**src/rtl/video_timing_if.sv**
```systemverilog
// Raster timing bundle from video_timing_m to the pixel pipeline.
// The master modport drives it; the slave modport is used by consumers.
interface video_timing_if;
    logic [7:0] xp;
    logic [7:0] yp;
    logic       active;
    logic       display_en;
    logic       hsync;
    logic       vsync;
    logic       writable;
    logic       vblank_irq;
    logic [7:0] frame;

    modport master (
        output xp, yp, active, display_en, hsync, vsync, writable, vblank_irq, frame
    );
    modport slave (
        input  xp, yp, active, display_en, hsync, vsync, writable, vblank_irq, frame
    );
endinterface

```
**src/rtl/video_timing_m.sv**
```systemverilog
// 640x480@60 raster timing at a 400x525 pixel-clock grid, with 256x240 game
// coordinates and sync/display-enable delayed to line up with the mixer output.
module video_timing_m #(
    parameter int SYNC_DELAY = 1,
    parameter int X_OFFSET   = 32
) (
    input  logic          clk,
    input  logic          rst,
    video_timing_if.master vo
);
    localparam logic [9:0] XS   = 10'(X_OFFSET);
    localparam logic [9:0] XE   = 10'(X_OFFSET + 256);
    localparam logic [8:0] XOFF = 9'(X_OFFSET);

    typedef struct packed {
        logic hs;
        logic vs;
        logic de;
    } sync_t;

    localparam sync_t SYNC_RST = '{hs: 1'b1, vs: 1'b1, de: 1'b0};

    logic [8:0] h;
    logic [9:0] v;
    logic [7:0] frame_q;

    always_ff @(posedge clk or posedge rst) begin
        if (rst) begin
            h       <= '0;
            v       <= '0;
            frame_q <= '0;
        end else if (h == 9'd399) begin
            h <= '0;
            if (v == 10'd524) begin
                v       <= '0;
                frame_q <= frame_q + 8'd1;
            end else begin
                v <= v + 10'd1;
            end
        end else begin
            h <= h + 9'd1;
        end
    end

    logic       in_x, v_vis, act;
    logic [8:0] hx;
    sync_t      sync_raw;

    always_comb begin
        in_x     = ({1'b0, h} >= XS) && ({1'b0, h} < XE);
        v_vis    = v < 10'd480;
        hx       = h - XOFF;
        // Counters sit at the visible origin in reset; keep enables low there.
        act      = in_x && v_vis && !rst;
        sync_raw = '{hs: !((h >= 9'd328) && (h <= 9'd375)),
                     vs: !((v >= 10'd490) && (v <= 10'd491)),
                     de: (h < 9'd320) && v_vis && !rst};
    end

    assign vo.active     = act;
    assign vo.xp         = act ? hx[7:0] : 8'd0;
    assign vo.yp         = act ? v[8:1]  : 8'd0;
    assign vo.writable   = v >= 10'd480;
    assign vo.vblank_irq = (h == 9'd0) && (v == 10'd480);
    assign vo.frame      = frame_q;

    generate
        if (SYNC_DELAY == 0) begin : g_nodly
            assign vo.hsync      = sync_raw.hs;
            assign vo.vsync      = sync_raw.vs;
            assign vo.display_en = sync_raw.de;
        end else begin : g_dly
            sync_t [SYNC_DELAY-1:0] dly_pipe;

            always_ff @(posedge clk or posedge rst) begin
                if (rst) begin
                    for (int i = 0; i < SYNC_DELAY; i++) dly_pipe[i] <= SYNC_RST;
                end else begin
                    dly_pipe[0] <= sync_raw;
                    for (int i = 1; i < SYNC_DELAY; i++) dly_pipe[i] <= dly_pipe[i-1];
                end
            end

            assign vo.hsync      = dly_pipe[SYNC_DELAY-1].hs;
            assign vo.vsync      = dly_pipe[SYNC_DELAY-1].vs;
            assign vo.display_en = dly_pipe[SYNC_DELAY-1].de;
        end
    endgenerate
endmodule

```
**src/flat_wrapper.sv**
```systemverilog
// flat-port wrapper written by rule: the top's interface ports become plain ports
module video_timing_m_flat 
#(
    parameter int SYNC_DELAY = 1,
    parameter int X_OFFSET   = 32
)
  (clk, rst, vo_xp, vo_yp, vo_active, vo_display_en, vo_hsync, vo_vsync, vo_writable, vo_vblank_irq, vo_frame);
  video_timing_if vo_i ();
  input  logic clk;
  input  logic rst;
  output wire logic [$bits(vo_i.xp)-1:0] vo_xp;
  output wire logic [$bits(vo_i.yp)-1:0] vo_yp;
  output wire logic [$bits(vo_i.active)-1:0] vo_active;
  output wire logic [$bits(vo_i.display_en)-1:0] vo_display_en;
  output wire logic [$bits(vo_i.hsync)-1:0] vo_hsync;
  output wire logic [$bits(vo_i.vsync)-1:0] vo_vsync;
  output wire logic [$bits(vo_i.writable)-1:0] vo_writable;
  output wire logic [$bits(vo_i.vblank_irq)-1:0] vo_vblank_irq;
  output wire logic [$bits(vo_i.frame)-1:0] vo_frame;
  assign vo_xp = vo_i.xp;
  assign vo_yp = vo_i.yp;
  assign vo_active = vo_i.active;
  assign vo_display_en = vo_i.display_en;
  assign vo_hsync = vo_i.hsync;
  assign vo_vsync = vo_i.vsync;
  assign vo_writable = vo_i.writable;
  assign vo_vblank_irq = vo_i.vblank_irq;
  assign vo_frame = vo_i.frame;
  video_timing_m #(.SYNC_DELAY(SYNC_DELAY), .X_OFFSET(X_OFFSET)) u_core (.clk(clk), .rst(rst), .vo(vo_i));
endmodule
```
**config.mk**
```make
export PLATFORM = sky130hd
export DESIGN_NAME = video_timing_m_flat
export DESIGN_NICKNAME = d
export VERILOG_FILES = /design/src/rtl/video_timing_if.sv /design/src/rtl/video_timing_m.sv /design/src/flat_wrapper.sv
export SDC_FILE = /design/constraint.sdc
export NUM_CORES = 1
export LEC_CHECK = 0
export ABC_AREA = 1
export CORE_MARGIN = 2
export CORE_UTILIZATION = 59
export CTS_BUF_LIST = sky130_fd_sc_hd__clkbuf_8
export CTS_CLUSTER_SIZE = 40
export DETAILED_ROUTE_END_ITERATION = 7
export PLACE_DENSITY = 0.88
export SETUP_SLACK_MARGIN = 0.5
export SLEW_MARGIN = 20
export SYNTH_ARGS = -nofsm -noshare
export SYNTH_HDL_FRONTEND = slang
export SYNTH_SLANG_ARGS = --single-unit
```
**constraint.sdc**
```tcl
create_clock -name clk -period 2.3 [get_ports clk]
set_input_delay 0.46 -clock clk [delete_from_list [all_inputs] [get_ports clk]]
set_output_delay 0.46 -clock clk [all_outputs]
set_load 0.005 [all_outputs]
```
Word level (Yosys, flattened, before mapping)
Cells that the tools add are included.
Widths: inputs -> output; s select.

storage, ports and cells
  register bits after elaboration = 30
  logic and storage cells = 39

operators by class
  add/sub/neg operators = 4
  magnitude comparators = 9
  equal/unequal tests = 3
  mux-type cells = 4
  reductions and logical operators = 13

operator list
  cell                   number
  $ge 10x9->1 const B    2
  $lt 9x9->1 const B     2
  $mux 8                 2
  $add 10x1->10 const B  1
  $eq 10x10->1 const B   1
  $eq 10x9->1 const B    1
  $le 10x9->1 const B    1
  $lt 10x9->1 const B    1
  $mux 10                1
  $add 9x1->9 const B    1
  $eq 9x9->1 const B     1
  $ge 9x6->1 const B     1
  $ge 9x9->1 const B     1
  $le 9x9->1 const B     1
  $logic_not 9->1        1
  $mux 9                 1
  $add 8x1->8 const B    1
  $logic_and 1x1->1      8
  $sub 8x6->8 const B    1
  $logic_not 1->1        3
  $reduce_and 2->1       1

Logic depth before layout (Yosys ltp)
  depth in word-level cells = 5
  mapped depth = 9
  mapped depth without buffers = 9

Worst setup path after synthesis
No wires, ideal clock.

  kind = register to output
  from = register u_core.h[5]
  to = output port vo_xp[0]
  arrival = 1323 ps
  required time = 1840 ps
  path slack = 517 ps
  cell stages (with the launch flop) = 10
  path buffers = 2
  cell sequence = dfrtp_1 > buf_6 > inv_1 > ha_1 > nand2_1 > nor2_1 > nand2_1 > nand3_2 > buf_6 > nor2_1

on the way
  word-level cells in the longest chain between the ends = 5
  elaborated cells between the ends (all ways) = 6
  those cells by class = order compare: 2; mux: 1; reduce/logical: 3

RTL lines
  item                                             RTL line              text
  start, declared                                  video_timing_m.sv:23  logic [8:0] h;
  start signal, assigned                           video_timing_m.sv:41  h <= h + 9'd1;
  $ge 9x6->1 / $lt 9x9->1 (equally long branches)  video_timing_m.sv:50  in_x = ({1'b0, h} >= XS) && ({1'b0, h} < XE);
  $logic_and 1x1->1 *                              video_timing_m.sv:50
  $logic_and 1x1->1 * (2 in series)                video_timing_m.sv:54  act = in_x && v_vis && !rst;
  $mux 8 *                                         video_timing_m.sv:61  assign vo.xp = act ? hx[7:0] : 8'd0;
  end, declared                                    flat_wrapper.sv:11    output wire logic [$bits(vo_i.xp)-1:0] vo_xp;

Every way passes the cells marked *; elsewhere a longest branch is shown, timed or not.

Worst setup path after layout
  from = register u_core.h[1]
  to = output port vo_xp[2]

on the way
  word-level cells in the longest chain between the ends = 5
  elaborated cells between the ends (all ways) = 7
  those cells by class = add/sub: 1; order compare: 2; mux: 1; reduce/logical: 3

RTL lines
  item                                             RTL line
  $ge 9x6->1 / $lt 9x9->1 (equally long branches)  video_timing_m.sv:50
  $logic_and 1x1->1                                video_timing_m.sv:50
  $logic_and 1x1->1 (2 in series)                  video_timing_m.sv:54
  $mux 8 *                                         video_timing_m.sv:61

Marked as above.

==> summary.md <==
| Metric | Value |
|---|---|
| Met2 Track Usage GR | `a little under 60%` |
| MaxCap Viol Count | `0` |
| Cells after synthesis | `251` |
| Post-synth top cells | `55 x nand2_1, 37 x nor2_1, 34 x inv_1, 28 x dfrtp_1, 16 x nand3_1` |
| Mapped Nets | `between 200 and 300` |
| Area grow syn2layout | `46.90%` |
| Vias in the first global route | `2059` |
| LEAKAGE | `~0.0014 uW` |
| H-tree depth | `2` |
| Worst VDD drop | `about 340 uV` |
| Synthesized area per cell | `just under 8 um^2` |
| Worst Setup EP | `vo_xp[2]` |
| PD cells | `~360 nW/um^2` |
| Final Cycle Share | `103.9%` |
| Slowest cell on crit path | `dfrtp_1` |
| Status | `finished with violations` |
| Routing usage on met1 | `38.38%` |
| Grt ovf | `0` |
| Most Crowded Layer GR | `met2` |
| GPL Wtd Cong | `0.9609` |
| Via density | `around 6` |
| Worst Path Buf+Inv | `4` |
| Die Y | `approximately 62 um` |
| Final Power | `between 1000 and 1500 uW` |
| Hold Violations, Final | `0` |
| Starting DRT DRC Count | `between 200 and 300` |
| Unrepaired setup endpoints after global routing | `yes` |
| FMAX | `0.4186 GHz` |
| Relative slew slack | `a little under 70%` |
| Via Count | `roughly 2300` |
| Clock Power Share | `43.8%` |
| DRC violations left | `0` |
| Hold Crit Class | `primary input to async pin` |
| Violated checks | `negative setup slack` |
| Nets | `~340` |
| Cell count along the critical path | `11` |
| # rows | `20` |
| Final instance area | `2873 um^2` |
| Number of synthesized register bits | `30` |
| Total track usage | `34.23%` |
| R2R depth | `12` |
| Synthesis warning total | `0` |
| CP endpoint kind | `output port` |
| TritonCTS Buffers | `5` |
| Internal Power | `789.8 uW` |
| Clock tree buffer depth | `2` |
| Starting Density | `a little over three fifths` |
| Placed cell area | `between 2000 and 2500 um^2` |
| Pin count of the biggest net entering global routing | `13` |
| Hold slack | `a little over 0.5 ns` |
| Comb power frac | `5.1%` |
| Clock skew | `roughly 0.012 ns` |
| Clock sink count | `30` |
| WL final | `7.449 mm` |
| CP top delay family | `simple AND/OR/NAND/NOR gates` |
| Fin Setup TNS | `-0.1749 ns` |
| Flop2flop setup slack | `just under 0.4 ns` |
| Post-synth top area share | `approximately 36%` |
| Final Max Slew Viols | `0` |
| Crit Path Max Fanout | `3` |
| Cell mode on critical path | `buf_6` |
| Post-DRT Antenna Nets | `0` |
| Hold_buf cts | `0` |
| Slew @ Worst Pin | `between 0.4 and 0.5 ns` |
| Switching Share | `about a quarter` |
| Setup ws final | `-0.08893 ns` |
| Primary FF master, synth | `dfrtp_1` |
| Initial antenna violation count | `0` |
| M3 GR Usage | `7.983%` |
| Area of the mapped netlist | `about 2000 um^2` |
| CP Class | `flop to output port` |
| Asr flop ratio synth | `100.0%` |
| Sw Pwr | `245.7 uW` |
| N_diodes | `0` |
| CTS root buf | `clkbuf_8` |
| Layout cell share with drive strength beyond 1 | `35.54%` |
| Required @ worst endpoint | `roughly 1.8 ns` |
| Kind of start point of the critical path | `flop` |
| Synth area leader | `dfrtp_1` |
| Drt wl/cell | `~20 um` |
| Tmin final | `~2.4 ns` |
| Critical Path Max Stage Delay | `roughly 0.40 ns` |
| RR Endpoint | `u_core.vo.frame[1]` |
| First-pass GRT wire length | `around 9.4 mm` |
| Pre-CTS setup slack | `-0.1513 ns` |
| Finish-stage setup viols | `8` |
| Seq pwr share | `51.1%` |
| R2r startpoint | `u_core.h[1]` |
| Crit-path cells | `inv_2, ha_4, nand2_4, nor2_4, nand3_2, nand2_2, nand3_4, buf_6, buf_6, nor2_1, buf_2` |
| Die width | `61.57 um` |
| Synth cell types | `33` |
| Die ar. | `~3800 um^2` |
| Detailed placement HPWL | `approximately 3.8 mm` |
| CTS tree | `built` |
| Ports | `32` |
| Total core area | `3103 um^2` |
| Cell with the most instances after synthesis | `nand2_1` |
| Worst-skew pair later-pin latency | `about 0.29 ns` |
| Worst Setup SP | `u_core.h[1]` |
| Fillers | `about 120` |
| 1st-pass router iterations | `5` |
| Post-synth EDFFs | `0` |
| Top cells by area, synth | `dfrtp_1 36%, nand2_1 11%, nor2_1 7.1%` |
| Crit path DAT | `about 1.9 ns` |
| CTS clk-pin slew, worst paths | `roughly 0.07 ns` |
| Port Buffers | `31` |
| Register area share after synthesis | `between 30% and 40%` |
[worst min path at each step]
stage	depth (start not counted)	start	endpoint	slack [ns]
3_5_place_dp	2	u_core.vo.frame[7]	u_core.vo.frame[7]	0.51
3_3_place_gp	2	u_core.vo.frame[7]	u_core.vo.frame[7]	0.51
5_1_grt	2	rst	u_core.v[3]	0.57
2_1_floorplan	2	u_core.v[9]	u_core.v[9]	0.49
6_report	2	rst	u_core.v[1]	0.52
4_1_cts	2	rst	u_core.v[3]	0.52
[power by group through the flow]
stage	sequential (uW)	combinational [uW]	clock [uW]
finish	529	52.9	454
global route	529	57.1	474
CTS	529	44.4	441
detailed placement	539	37.2	0
global placement	539	36.6	0
floorplan	539	16.3	0
[registers in the layout (all words and copies together) (netlist names)]
signal	cells
u_core.h	9
u_core.vo.frame	8
u_core.vo.display_en	1
u_core.v	10
u_core.vo.hsync	1
u_core.vo.vsync	1
[metrics by stage]
stage               instances  util (%)
finish                    376     92.58
global route              376     92.58
CTS                       371     86.29
detailed placement        344     78.87
global placement          344     78.87
floorplan                 251         -
[what timing repair did]
action / in CTS / in global routing
buffers inserted: 19 / 5
pin swaps: 11 / 16
setup endpoints to repair: 21 / 32
resized for setup: 93 / 44
cloned: 0 / 0
[per-layer routing]
layer | vias up | wire, um
li1 | 960 | -
met1 | 1091 | 2599
met2 | 196 | 3627
met3 | 57 | 760
met4 | 0 | 462
met5 | - | 0
[final cells by class]
type | count | area [um^2] | share of cell area, %
clock buffers | 6 | 82.58 | 2.875
clock inverters | 2 | 8.758 | 0.3049
inverters | 36 | 135.1 | 4.704
repair buffers | 77 | 679.4 | 23.65
multi-input cells | 181 | 1159 | 40.33
well taps | 44 | 55.05 | 1.916
flip-flops and latches | 30 | 753.2 | 26.22
[kinds of logic after synthesis]
| logic type | share of synthesized area [%] |
|---|---|
| AND/OR/NAND/NOR | 34.74 |
| XOR/XNOR | 5.311 |
| flip-flops | 38.52 |
| buffers and inverters | 8.893 |
| AO/OA/AOI/OAI | 6.142 |
| adder cells (fa/ha/maj) | 6.398 |
[cell usage in the layout (no fill, tap or decap), types with 3 or more instances in the layout]
cell type,count
dfrtp_1,28
nor2_1,28
nand3_2,3
nand4_1,10
xor2_1,7
nand2_2,8
nor2_4,8
inv_2,6
buf_4,23
buf_6,22
ha_1,8
clkdlybuf4s50_1,12
nand2_1,48
nand2_4,3
nand3_1,14
clkbuf_8,6
buf_2,15
o21ai_0,13
nor2_2,5
inv_1,31
xnor2_1,3
Power figures use the tool's default switching activity.
